## src/rtl/uart_fifo_trig.sv

```systemverilog
// UART data/status FIFO with occupancy level, trigger select, flush, sticky overrun and error tracking.
// Optional character-timeout detection is built when UART_FIFO_TIMEOUT_EN is defined.
module uart_fifo_trig #(
  parameter int unsigned WIDTH          = 8,
  parameter int unsigned TAG_WIDTH      = 3,
  parameter int unsigned DEPTH          = 16,
  parameter int unsigned TRIG0          = 1,
  parameter int unsigned TRIG1          = 4,
  parameter int unsigned TRIG2          = 8,
  parameter int unsigned TRIG3          = 14,
  parameter int unsigned TIMEOUT_CYCLES = 640,
  localparam int unsigned CW            = $clog2(DEPTH + 1)
) (
  input  logic                 clk,
  input  logic                 rst_n,
  input  logic                 wr_en,
  input  logic [WIDTH-1:0]     wr_data,
  input  logic [TAG_WIDTH-1:0] wr_tag,
  input  logic                 rd_en,
  output logic [WIDTH-1:0]     rd_data,
  output logic [TAG_WIDTH-1:0] rd_tag,
  output logic                 rd_valid,
  input  logic                 flush,
  input  logic [1:0]           trig_sel,
  input  logic                 ovr_clr,
  output logic [CW-1:0]        level,
  output logic                 empty,
  output logic                 full,
  output logic                 trig_hit,
  output logic                 overrun,
  output logic                 err_present,
  output logic                 timeout
);

  localparam int unsigned AW = $clog2(DEPTH);
  localparam int unsigned EW = TAG_WIDTH + WIDTH;

  if (DEPTH < 2 || TAG_WIDTH < 1 || TIMEOUT_CYCLES > 65535 ||
      TRIG0 < 1 || TRIG0 > DEPTH || TRIG1 < 1 || TRIG1 > DEPTH ||
      TRIG2 < 1 || TRIG2 > DEPTH || TRIG3 < 1 || TRIG3 > DEPTH) begin : g_param_check
    $error("uart_fifo_trig: illegal parameter set");
  end

  logic [EW-1:0] mem [DEPTH];
  logic [AW-1:0] wr_ptr;
  logic [AW-1:0] rd_ptr;
  logic [CW-1:0] err_cnt;
  logic [CW-1:0] trig_lvl;
  logic          do_rd;
  logic          do_wr;
  logic          ovr_set;
  logic          err_inc;
  logic          err_dec;

  function automatic logic [AW-1:0] ptr_inc(input logic [AW-1:0] p);
    return (p == AW'(DEPTH - 1)) ? '0 : p + AW'(1);
  endfunction

  // Flush masks both requests; a full FIFO still accepts a write alongside a read.
  assign do_rd   = rd_en && !empty && !flush;
  assign do_wr   = wr_en && (!full || do_rd) && !flush;
  assign ovr_set = wr_en && full && !do_rd && !flush;
  assign err_inc = do_wr && (wr_tag != '0);
  assign err_dec = do_rd && (mem[rd_ptr][EW-1:WIDTH] != '0);

  assign empty       = (level == '0);
  assign full        = (level == CW'(DEPTH));
  assign err_present = (err_cnt != '0);

  always_comb begin
    trig_lvl = CW'(TRIG0);
    case (trig_sel)
      2'd1:    trig_lvl = CW'(TRIG1);
      2'd2:    trig_lvl = CW'(TRIG2);
      2'd3:    trig_lvl = CW'(TRIG3);
      default: trig_lvl = CW'(TRIG0);
    endcase
    trig_hit = (level >= trig_lvl);
  end

  always_ff @(posedge clk) begin
    if (do_wr) mem[wr_ptr] <= {wr_tag, wr_data};
  end

  always_ff @(posedge clk or negedge rst_n) begin
    if (!rst_n) begin
      wr_ptr   <= '0;
      rd_ptr   <= '0;
      level    <= '0;
      err_cnt  <= '0;
      rd_data  <= '0;
      rd_tag   <= '0;
      rd_valid <= 1'b0;
    end else if (flush) begin
      wr_ptr   <= '0;
      rd_ptr   <= '0;
      level    <= '0;
      err_cnt  <= '0;
      rd_valid <= 1'b0;
    end else begin
      rd_valid <= do_rd;
      if (do_rd) begin
        {rd_tag, rd_data} <= mem[rd_ptr];
        rd_ptr            <= ptr_inc(rd_ptr);
      end
      if (do_wr) wr_ptr <= ptr_inc(wr_ptr);
      if (do_wr && !do_rd)      level <= level + CW'(1);
      else if (do_rd && !do_wr) level <= level - CW'(1);
      if (err_inc && !err_dec)      err_cnt <= err_cnt + CW'(1);
      else if (err_dec && !err_inc) err_cnt <= err_cnt - CW'(1);
    end
  end

  // Sticky overrun: a dropped write wins over a same-cycle clear.
  always_ff @(posedge clk or negedge rst_n) begin
    if (!rst_n)       overrun <= 1'b0;
    else if (ovr_set) overrun <= 1'b1;
    else if (ovr_clr) overrun <= 1'b0;
  end

`ifdef UART_FIFO_TIMEOUT_EN
  logic [15:0] idle_cnt;

  // Idle counter saturates so timeout holds until the next transfer or flush.
  always_ff @(posedge clk or negedge rst_n) begin
    if (!rst_n)                                     idle_cnt <= '0;
    else if (flush || do_rd || do_wr || empty)      idle_cnt <= '0;
    else if (idle_cnt != 16'(TIMEOUT_CYCLES))       idle_cnt <= idle_cnt + 16'd1;
  end

  assign timeout = (idle_cnt == 16'(TIMEOUT_CYCLES)) && !empty;
`else
  assign timeout = 1'b0;
`endif

endmodule

```

## config.mk

```make
export PLATFORM = sky130hd
export DESIGN_NAME = uart_fifo_trig
export DESIGN_NICKNAME = d
export VERILOG_FILES = /design/src/rtl/uart_fifo_trig.sv
export SDC_FILE = /design/constraint.sdc
export NUM_CORES = 1
export LEC_CHECK = 0
export CAP_MARGIN = 20
export CELL_PAD_IN_SITES_DETAIL_PLACEMENT = 0
export CELL_PAD_IN_SITES_GLOBAL_PLACEMENT = 1
export CORE_MARGIN = 1
export CORE_UTILIZATION = 45
export DETAILED_ROUTE_END_ITERATION = 7
export PLACE_DENSITY_LB_ADDON = 0.15
export RECOVER_POWER = 50
export SLEW_MARGIN = 20
export SYNTH_ARGS = -nofsm -noshare
export SYNTH_HDL_FRONTEND = slang
export SYNTH_SLANG_ARGS = --single-unit
export TNS_END_PERCENT = 100
```

## constraint.sdc

```tcl
create_clock -name clk -period 5.4 [get_ports clk]
set_input_delay 1.08 -clock clk [delete_from_list [all_inputs] [get_ports clk]]
set_output_delay 1.08 -clock clk [all_outputs]
set_load 0.05 [all_outputs]
```

### Word level (Yosys, flattened, before mapping)

Memory sizes are Yosys's and may differ from the RTL's.
Cells that the tools add are included.

* flip-flop bits (word level): 31
* memory bits (writable): 176
* input port bits: 19
* output and inout bits: 23
* word-level logic and storage cells: 72
* memories: 1

* $add $sub $neg: 6
* order comparisons: 1
* eq/ne operators: 6
* multiplexer cells: 18
* bitwise operators: 1
* reduce and logical (&&, ||, !) cells: 31

Memories
* mem: words 16, bits a word 11, rd ports 1, clocked after memory_dff 0, write ports 1, RTL line 44 `logic [EW-1:0] mem [DEPTH];`

Operators with widths (count)
* $mux W5: 6
* $mux W4: 6
* $logic_and A1 B1 Y1: 13
* $pmux W4 S3: 1
* $reduce_bool A3 Y1: 4
* $add A5 B1 Y5 const B: 2
* $sub A5 B1 Y5 const B: 2
* $add A4 B1 Y4 const B: 2
* $eq A4 B4 Y1 const B: 2
* $logic_not A1 Y1: 7
* $reduce_bool A2 Y1: 3
* $eq A5 B5 Y1 const B: 1
* $ge A5 B5 Y1: 1
* $logic_not A5 Y1: 1
* $mux W1: 5
* $reduce_bool A5 Y1: 1
* $eq A2 B2 Y1 const B: 2
* $eq A2 B1 Y1 const B: 1
* $reduce_and A2 Y1: 1
* $logic_or A1 B1 Y1: 1
* $not A1 Y1: 1

### Logic depth before layout (Yosys ltp)

Gate-level depths: netlist (run 1).

* word-level depth: 13
* mapped depth: 12
* depth with buffers taken out: 11

### Worst setup path after synthesis (run 1)

OpenSTA, ideal clock, no wires.

* path kind: in2out
* start point: in trig_sel[1]
* end point: out trig_hit
* arrival: 2124 ps
* data required time: 4320 ps
* slack: 2196 ps
* stages on the path: 7
* buffers on the path: 0
* path through: nor2_1 ha_1 nand2b_1 a21oi_1 nor2b_1 o21ai_0 nand2_1

* cells in the longest elaborated chain, start to end: 3
* elaborated cells between the ends (all ways): 5
* classes of those cells: order compare: 1; eq/ne: 3; mux: 1

RTL lines
* start, declared: RTL line 24 `input logic [1:0] trig_sel,`
* $eq A2 B2 Y1 or $eq A2 B1 Y1 (tied branches): RTL line 72 `case (trig_sel)`
* $pmux W4 S3 *: RTL line 72
* $ge A5 B5 Y1 *: RTL line 78 `trig_hit = (level >= trig_lvl);`
* end, declared: RTL line 29 `output logic trig_hit,`

Mark *: on every way between the ends. The rest lies on a longest branch, timed or not.

### Worst setup path after layout (run 1)

* start point: in trig_sel[0]
* end point: out trig_hit

Same word-level chain as after synthesis.

==> impl_metrics.prom, run 1 <==
# TYPE chip_impl_metric gauge
chip_impl_metric{name="grt_max_degree",unit=""} 32
chip_impl_metric{name="finalHoldViolations",unit=""} 0
chip_impl_metric{name="global_route_wire_length_before_repair",unit="mm"} 26.5
chip_impl_metric{name="antenna_found_initial",unit=""} 0
chip_impl_info{name="synth_largest_area_cell",value="sky130_fd_sc_hd__edfxtp_1"} 1
chip_impl_info{name="violations_in_the_final_reports",value="capacitance limit, slew limit"} 1
chip_impl_metric{name="finish.utilization",unit=""} 0.532
chip_impl_metric{name="clockBufferDepth",unit=""} 3
chip_impl_info{name="main_synth_ff_type",value="sky130_fd_sc_hd__edfxtp_1"} 1
chip_impl_info{name="crit_path_start_kind",value="input port"} 1
chip_impl_metric{name="portion_of_the_post_synthesis_area_used_by_sequential_elements",unit=""} 0.703
chip_impl_metric{name="htreeDepth",unit=""} 1
chip_impl_metric{name="dpl.hpwl",unit="mm"} 10.2
chip_impl_metric{name="fp.coreArea",unit="um2"} 18800
chip_impl_metric{name="vias_per_cell",unit=""} 5.57
chip_impl_metric{name="power.leakage",unit="nW"} 3.36
chip_impl_metric{name="floorplan.die_area",unit="um2"} 19700
chip_impl_metric{name="clkSinkCount",unit=""} 207
chip_impl_metric{name="gpl.final_weighted_congestion",unit=""} 0.772
chip_impl_metric{name="grt.overflow.total",unit=""} 0
chip_impl_metric{name="synth_warnings",unit=""} 0
chip_impl_metric{name="cts_setup_buffers",unit=""} 0
chip_impl_info{name="critPathSlowestCell",value="sky130_fd_sc_hd__clkdlybuf4s50_1"} 1
chip_impl_metric{name="timing.critical_path.required",unit="ps"} 4320
chip_impl_metric{name="setup_violations",unit=""} 0
chip_impl_metric{name="layout-drive-gt1-share",unit=""} 0.227
chip_impl_metric{name="die_w",unit="um"} 140
chip_impl_metric{name="share_clk_of_total_power",unit=""} 0.304
chip_impl_metric{name="port_buffer_count",unit=""} 40
chip_impl_metric{name="cts_buffers",unit=""} 22
chip_impl_metric{name="critical_path_data_arrival_time",unit="ps"} 3160
chip_impl_info{name="worst_setup_path_end_kind",value="output pin"} 1
chip_impl_metric{name="synth_top_area_share",unit=""} 0.613
chip_impl_metric{name="final.period_utilization",unit=""} 0.785
chip_impl_metric{name="critPathMaxFanout",unit=""} 3
chip_impl_metric{name="internal-power",unit="W"} 0.00316
chip_impl_metric{name="route.vias.total",unit=""} 4270
chip_impl_metric{name="nNetsFinal",unit=""} 553
chip_impl_metric{name="io_pins",unit=""} 42
chip_impl_metric{name="clk_pin_slew_worst_paths",unit="ps"} 60
chip_impl_metric{name="post_synth_inst_count",unit=""} 458
chip_impl_metric{name="number_of_global_route_vias_before_repair",unit=""} 4430
chip_impl_metric{name="drv.max_cap_violation_count",unit=""} 1
chip_impl_info{name="layout_common_cells",value="sky130_fd_sc_hd__edfxtp_1, sky130_fd_sc_hd__mux4_2, sky130_fd_sc_hd__dfrtp_1, sky130_fd_sc_hd__clkdlybuf4s50_1, sky130_fd_sc_hd__clkbuf_16"} 1
chip_impl_info{name="critical_path_class",value="input port to output pin"} 1
chip_impl_metric{name="antenna-diode-count",unit=""} 0
chip_impl_metric{name="switching_share",unit=""} 0.294
chip_impl_metric{name="max_slew_margin",unit=""} -0.329
chip_impl_metric{name="hold_buffers_post_cts",unit=""} 0
chip_impl_metric{name="tightest_slew",unit="ps"} 1990
chip_impl_info{name="crit_path_frequent_cell",value="sky130_fd_sc_hd__clkdlybuf4s50_1"} 1
chip_impl_info{name="cts_tree",value="yes"} 1
chip_impl_metric{name="max_freq",unit="MHz"} 236
chip_impl_metric{name="power.share.combinational",unit=""} 0.258
chip_impl_metric{name="crit_path_max_incr_delay",unit="ps"} 690
chip_impl_metric{name="synth_seq_cells",unit=""} 207
chip_impl_metric{name="ctsResizeCount",unit=""} 0
chip_impl_metric{name="antenna_violating_nets_post_route",unit=""} 0
chip_impl_metric{name="synth.lib_cells_used.distinct",unit=""} 46
chip_impl_metric{name="slew_violations",unit=""} 32
chip_impl_metric{name="post_synth_instance_area",unit="um2"} 8620
chip_impl_info{name="outcome",value="finished with violations"} 1
chip_impl_metric{name="grt.total_usage",unit=""} 0.185
chip_impl_metric{name="synth_enable_flop_cells",unit=""} 176
chip_impl_metric{name="syn2layout_area_growth",unit="%"} 15.9
chip_impl_info{name="synth_area_leaders",value="sky130_fd_sc_hd__edfxtp_1, sky130_fd_sc_hd__mux4_2, sky130_fd_sc_hd__dfrtp_1, sky130_fd_sc_hd__ha_1, sky130_fd_sc_hd__mux2_2"} 1
chip_impl_metric{name="syn-mean-instance-area",unit="um2"} 18.8
chip_impl_metric{name="initial_utilization",unit=""} 0.459
chip_impl_info{name="rsz0062_at_grt",value="false"} 1
chip_impl_info{name="hold_path.class",value="flop to flop"} 1
chip_impl_metric{name="die_y",unit="um"} 140
chip_impl_metric{name="fin_worst_skew",unit="ps"} 22.0
chip_impl_metric{name="drt_iter0_markers",unit=""} 312
chip_impl_info{name="timing.critical_path.max_delay_family",value="buffers and inverters"} 1
chip_impl_metric{name="post_route_setup_tns",unit="ps"} 0
chip_impl_metric{name="drc_errors",unit=""} 0
chip_impl_metric{name="postSynthNetCount",unit=""} 495
chip_impl_metric{name="post_drt_wl_per_cell",unit="um"} 22.3
chip_impl_metric{name="first_pass_iters",unit=""} 5
chip_impl_info{name="mostFrequentLayoutCell",value="sky130_fd_sc_hd__edfxtp_1"} 1
chip_impl_metric{name="vdd_ir_drop_max",unit="mV"} 0.224
chip_impl_metric{name="totalWireLength",unit="mm"} 17.1
chip_impl_metric{name="floorplan.rows",unit=""} 50
chip_impl_metric{name="clock_latency",unit="ps"} 500
chip_impl_info{name="crit_path_cell_trace",value="clkdlybuf4s50_1, nor2_1, ha_1, nand2b_1, a21oi_1, nor2b_1, o21ai_0, nand2_1, clkdlybuf4s50_1"} 1
chip_impl_metric{name="cp.buffers_inverters",unit=""} 2
chip_impl_metric{name="min_period",unit="ps"} 4240
chip_impl_metric{name="power_switching",unit="W"} 0.00132
chip_impl_info{name="cts_root_buf",value="sky130_fd_sc_hd__clkbuf_16"} 1
chip_impl_metric{name="pwr_density_cell",unit="nW/um2"} 448
chip_impl_metric{name="p_seq_frac",unit=""} 0.438
chip_impl_metric{name="async_reset_ff_frac",unit=""} 0.150
-- final timing paths --
check | startpoint | to | slack [ps] | cells past startpoint
min in group asynchronous | rst_n | rd_ptr[3]$_DFFE_PN0P_ | 1150 | 1
min reg2reg | rd_tag[0]$_DFFE_PN0P_ | rd_tag[0]$_DFFE_PN0P_ | 510 | 1
min | rd_tag[0]$_DFFE_PN0P_ | rd_tag[0]$_DFFE_PN0P_ | 510 | 1
max in group asynchronous | rst_n | rd_ptr[0]$_DFFE_PN0P_ | 2960 | 1
max reg2reg | rd_ptr[0]$_DFFE_PN0P_ | err_cnt[4]$_DFFE_PN0P_ | 1390 | 11
max | trig_sel[0] | trig_hit | 1160 | 9
-- routing by layer --
layer	vias up	global-route usage	wire (um)
li1	1936	-	-
met1	2214	0.258	7250
met2	96	0.305	8390
met3	24	0.0301	1110
met4	0	0.0468	330
met5	-	0	0
-- cells in the mapped netlist, drive strengths merged (3+ instances only) --
master / n
ha: 16
nor2b: 5
buf: 7
mux4: 51
inv: 14
nand2b: 8
xnor2: 5
a21oi: 13
nor3b: 3
mux2i: 10
nand2: 13
and2: 5
clkbuf: 14
o21ai: 7
or3: 3
a21o: 3
mux2: 14
nor4: 4
nand3: 9
xor2: 3
edfxtp: 176
dfrtp: 31
nor2: 22
nor3: 5
-- cells by family after synthesis --
family          after synthesis  share of synthesized area
compound gates               33                     0.0253
xor+xnor                      8                     0.0103
other cells                   1                   0.000435
fa+ha+maj                    18                     0.0279
flops                       207                      0.703
mux                          75                      0.165
simple gates                 81                     0.0478
buf+inv                      35                     0.0197
-- layout make-up --
class	count	area, um2
inverter	14	52.6
sequential	207	6060
tap	234	293
clock inverter	8	43.8
clock buffer	32	609
timing repair buffer	55	492
multi-input combinational	216	2440
fill	1491	8780
-- registers in the layout, summed over array words and instances, names as in the netlist --
name,flops
wr_ptr,4
overrun,1
rd_tag,3
rd_valid,1
mem,176
level,5
rd_ptr,4
rd_data,8
err_cnt,5
-- stage by stage --
stage / total power, W / worst slack, ps / hold WS [ps] / instance area, um2 / cells
after floorplan: 0.00285 / 2200 / 447 / 8620 / 458
after global placement: 0.00315 / 1210 / 484 / 9360 / 726
after detailed placement: 0.00317 / 1160 / 501 / 9360 / 726
after CTS: 0.00453 / 1160 / 514 / 10000 / 766
after global routing: 0.00468 / 1070 / 532 / 9990 / 766
final: 0.00447 / 1160 / 508 / 9990 / 766
-- power groups by stage --
stage / clock network (W) / logic (W) / registers [W]
after floorplan: 0 / 0.000725 / 0.00212
after global placement: 0 / 0.00115 / 0.00200
after detailed placement: 0 / 0.00117 / 0.00200
after CTS: 0.00139 / 0.00117 / 0.00197
after global routing: 0.00146 / 0.00124 / 0.00199
final: 0.00136 / 0.00115 / 0.00196
Power figures use the tool's default switching activity.
==> run 2: changes to the inputs <==
clock period = 4.4 ns   (was 5.4 ns; I/O delays follow)
==> run 2 against run 1 <==
Net effect: the run still ends with capacitance limit, slew limit left; clock skew down 11 ps; via count up 3.5%; core utilization up 0.56 points; global-route usage up 0.51 points; first-iteration DRC count down 11%; register-to-register slack worse by 640 ps; combinational power up 27%; final cell count up 1.8%; largest power group unchanged.
==> impl_metrics.prom, run 2 (synthesized netlist as in run 1, its figures left out) <==
# TYPE chip_impl_metric gauge
chip_impl_metric{name="power_switching",unit="W"} 0.00164
chip_impl_metric{name="number_of_global_route_vias_before_repair",unit=""} 4383
chip_impl_metric{name="clockBufferDepth",unit=""} 3
chip_impl_metric{name="first_pass_iters",unit=""} 5
chip_impl_metric{name="finish.utilization",unit=""} 0.538
chip_impl_metric{name="hold_buffers_post_cts",unit=""} 0
chip_impl_metric{name="min_period",unit="ps"} 3850
chip_impl_metric{name="post_route_setup_tns",unit="ps"} 0
chip_impl_metric{name="antenna-diode-count",unit=""} 0
chip_impl_metric{name="antenna_violating_nets_post_route",unit=""} 0
chip_impl_info{name="critPathSlowestCell",value="sky130_fd_sc_hd__clkdlybuf4s50_1"} 1
chip_impl_metric{name="finalHoldViolations",unit=""} 0
chip_impl_metric{name="initial_utilization",unit=""} 0.459
chip_impl_info{name="worst_setup_path_end_kind",value="output pin"} 1
chip_impl_metric{name="grt.total_usage",unit=""} 0.190
chip_impl_metric{name="cts_setup_buffers",unit=""} 0
chip_impl_metric{name="antenna_found_initial",unit=""} 0
chip_impl_metric{name="gpl.final_weighted_congestion",unit=""} 0.757
chip_impl_metric{name="global_route_wire_length_before_repair",unit="mm"} 27.2
chip_impl_info{name="mostFrequentLayoutCell",value="sky130_fd_sc_hd__edfxtp_1"} 1
chip_impl_metric{name="max_freq",unit="MHz"} 260
chip_impl_info{name="crit_path_cell_trace",value="clkdlybuf4s50_1, nor2_1, ha_1, nand2b_1, a21oi_1, nor2b_1, o21ai_0, nand2_1, clkdlybuf4s50_1"} 1
chip_impl_metric{name="clk_pin_slew_worst_paths",unit="ps"} 60
chip_impl_metric{name="htreeDepth",unit=""} 1
chip_impl_metric{name="dpl.hpwl",unit="mm"} 11.3
chip_impl_metric{name="drv.max_cap_violation_count",unit=""} 1
chip_impl_metric{name="grt_max_degree",unit=""} 32
chip_impl_metric{name="ctsResizeCount",unit=""} 0
chip_impl_metric{name="power.share.combinational",unit=""} 0.261
chip_impl_metric{name="floorplan.die_area",unit="um2"} 19700
chip_impl_metric{name="detailedPlace.worstSlack",unit="ps"} 561
chip_impl_metric{name="cp.buffers_inverters",unit=""} 2
chip_impl_metric{name="max_slew_margin",unit=""} -0.369
chip_impl_info{name="largest_reg_by_ff_count",value="mem"} 1
chip_impl_metric{name="internal-power",unit="W"} 0.00394
chip_impl_info{name="crit_path_start_kind",value="input port"} 1
chip_impl_metric{name="grt.overflow.total",unit=""} 0
chip_impl_metric{name="p_seq_frac",unit=""} 0.427
chip_impl_metric{name="drc_errors",unit=""} 0
chip_impl_metric{name="fin_worst_skew",unit="ps"} 11.2
chip_impl_metric{name="switching_share",unit=""} 0.294
chip_impl_info{name="timing.critical_path.max_delay_family",value="buffers and inverters"} 1
chip_impl_metric{name="vias_per_cell",unit=""} 5.67
chip_impl_metric{name="share_clk_of_total_power",unit=""} 0.312
chip_impl_metric{name="nNetsFinal",unit=""} 566
chip_impl_metric{name="largest_register_ffs",unit=""} 176
chip_impl_metric{name="die_y",unit="um"} 140
chip_impl_info{name="cts_root_buf",value="sky130_fd_sc_hd__clkbuf_16"} 1
chip_impl_metric{name="syn2layout_area_growth",unit="%"} 17.1
chip_impl_info{name="rsz0062_at_grt",value="false"} 1
chip_impl_info{name="cts_tree",value="yes"} 1
chip_impl_info{name="violations_in_the_final_reports",value="capacitance limit, slew limit"} 1
chip_impl_metric{name="cts_buffers",unit=""} 23
chip_impl_metric{name="pwr_density_cell",unit="nW/um2"} 554
chip_impl_metric{name="crit_path_max_incr_delay",unit="ps"} 690
chip_impl_metric{name="io_pins",unit=""} 42
chip_impl_info{name="hold_path.class",value="flop to flop"} 1
chip_impl_info{name="largest_registers",value="mem (176), rd_data (8)"} 1
chip_impl_metric{name="layout-drive-gt1-share",unit=""} 0.231
chip_impl_metric{name="vdd_ir_drop_max",unit="mV"} 0.358
chip_impl_metric{name="port_buffer_count",unit=""} 40
chip_impl_metric{name="clock_latency",unit="ps"} 500
chip_impl_metric{name="route.vias.total",unit=""} 4421
chip_impl_info{name="outcome",value="finished with violations"} 1
chip_impl_metric{name="final.period_utilization",unit=""} 0.874
chip_impl_metric{name="layout.filler_cells",unit=""} 1510
chip_impl_info{name="critical_path_class",value="input port to output pin"} 1
chip_impl_metric{name="drt_iter0_markers",unit=""} 278
chip_impl_metric{name="fp.coreArea",unit="um2"} 18800
chip_impl_info{name="crit_path_frequent_cell",value="sky130_fd_sc_hd__clkdlybuf4s50_1"} 1
chip_impl_metric{name="critPathMaxFanout",unit=""} 3
chip_impl_info{name="layout_common_cells",value="sky130_fd_sc_hd__edfxtp_1, sky130_fd_sc_hd__mux4_2, sky130_fd_sc_hd__dfrtp_1, sky130_fd_sc_hd__clkdlybuf4s50_1, sky130_fd_sc_hd__clkbuf_16"} 1
chip_impl_metric{name="timing.critical_path.required",unit="ps"} 3520
chip_impl_metric{name="setup_violations",unit=""} 0
chip_impl_metric{name="post_drt_wl_per_cell",unit="um"} 22.9
chip_impl_metric{name="slew_violations",unit=""} 32
chip_impl_metric{name="critical_path_data_arrival_time",unit="ps"} 2970
chip_impl_metric{name="clkSinkCount",unit=""} 207
chip_impl_metric{name="power.leakage",unit="nW"} 3.42
chip_impl_metric{name="floorplan.rows",unit=""} 50
chip_impl_metric{name="tightest_slew",unit="ps"} 2050
chip_impl_metric{name="die_w",unit="um"} 140
chip_impl_metric{name="totalWireLength",unit="mm"} 17.9
chip_impl_metric{name="worst_slack",unit="ps"} 554
## run 2: changes by cell type in the layout (fill, tap and decap cells not counted), sizes merged
cell and delta:
clkinv -1, dlygate4sd3 +1, clkbuf +4, bufinv +1, inv +1, clkinvlp -1
buf +10, clkdlybuf4s50 -1
## run 2: final cells by class
class / count / area (um2) / share of cell area
flip-flops and latches: 207 / 6060 / 0.601
multi-input cells: 216 / 2430 / 0.240
clock buffers: 34 / 617 / 0.0611
repair buffers: 67 / 574 / 0.0569
well taps: 234 / 293 / 0.0290
clock inverters: 8 / 66.3 / 0.00657
inverters: 14 / 52.6 / 0.00521
## run 2: layer usage
| metal | vias to the layer above | track usage | part of all wire |
|---|---|---|---|
| met5 | - | 0 | 0 |
| met1 | 2330 | 0.282 | 0.47 |
| met2 | 106 | 0.299 | 0.48 |
| met3 | 19 | 0.0297 | 0.042 |
| li1 | 1966 | - | - |
| met4 | 0 | 0.0399 | 0.014 |
## run 2: worst register-to-register path, cell delays in order (launching register included)
cell and delay [ps]:
sky130_fd_sc_hd__dfrtp_2 710, sky130_fd_sc_hd__mux4_1 630, sky130_fd_sc_hd__a22oi_1 190, sky130_fd_sc_hd__nand3_1 130, sky130_fd_sc_hd__o31a_4 410, sky130_fd_sc_hd__nand2b_1 260
sky130_fd_sc_hd__fa_1 460, sky130_fd_sc_hd__a21o_1 190, sky130_fd_sc_hd__a21oi_1 180, sky130_fd_sc_hd__nor2_1 60, sky130_fd_sc_hd__mux2i_1 170, sky130_fd_sc_hd__mux2i_1 200
## run 2: per-stage QoR
step	total power, W	hold slack, ps	instance area [um2]	std cells
2_1_floorplan	0.00349	447	8620	458
3_3_place_gp	0.00388	482	9440	738
3_5_place_dp	0.00391	491	9440	738
4_1_cts	0.00565	499	10100	780
5_1_grt	0.00582	512	10100	780
6_report	0.00559	497	10100	780
## run 2: final timing paths
check | from | endpoint | slack, ps | depth (start not counted)
max | trig_sel[1] | trig_hit | 550 | 9
min | err_cnt[4]$_DFFE_PN0P_ | err_cnt[4]$_DFFE_PN0P_ | 500 | 1
max reg2reg | rd_ptr[0]$_DFFE_PN0P_ | err_cnt[4]$_DFFE_PN0P_ | 750 | 11
min reg2reg | err_cnt[4]$_DFFE_PN0P_ | err_cnt[4]$_DFFE_PN0P_ | 500 | 1
max in group asynchronous | rst_n | rd_ptr[1]$_DFFE_PN0P_ | 2100 | 1
min in group asynchronous | rst_n | err_cnt[2]$_DFFE_PN0P_ | 970 | 1
## run 2: power by group through the flow
stage	Clock, W	Sequential (W)	Combinational [W]
final	0.00174	0.00239	0.00146
after global routing	0.00185	0.00241	0.00156
after detailed placement	0	0.00243	0.00148
after CTS	0.00178	0.00239	0.00148
after floorplan	0	0.00260	0.000890
after global placement	0	0.00242	0.00146
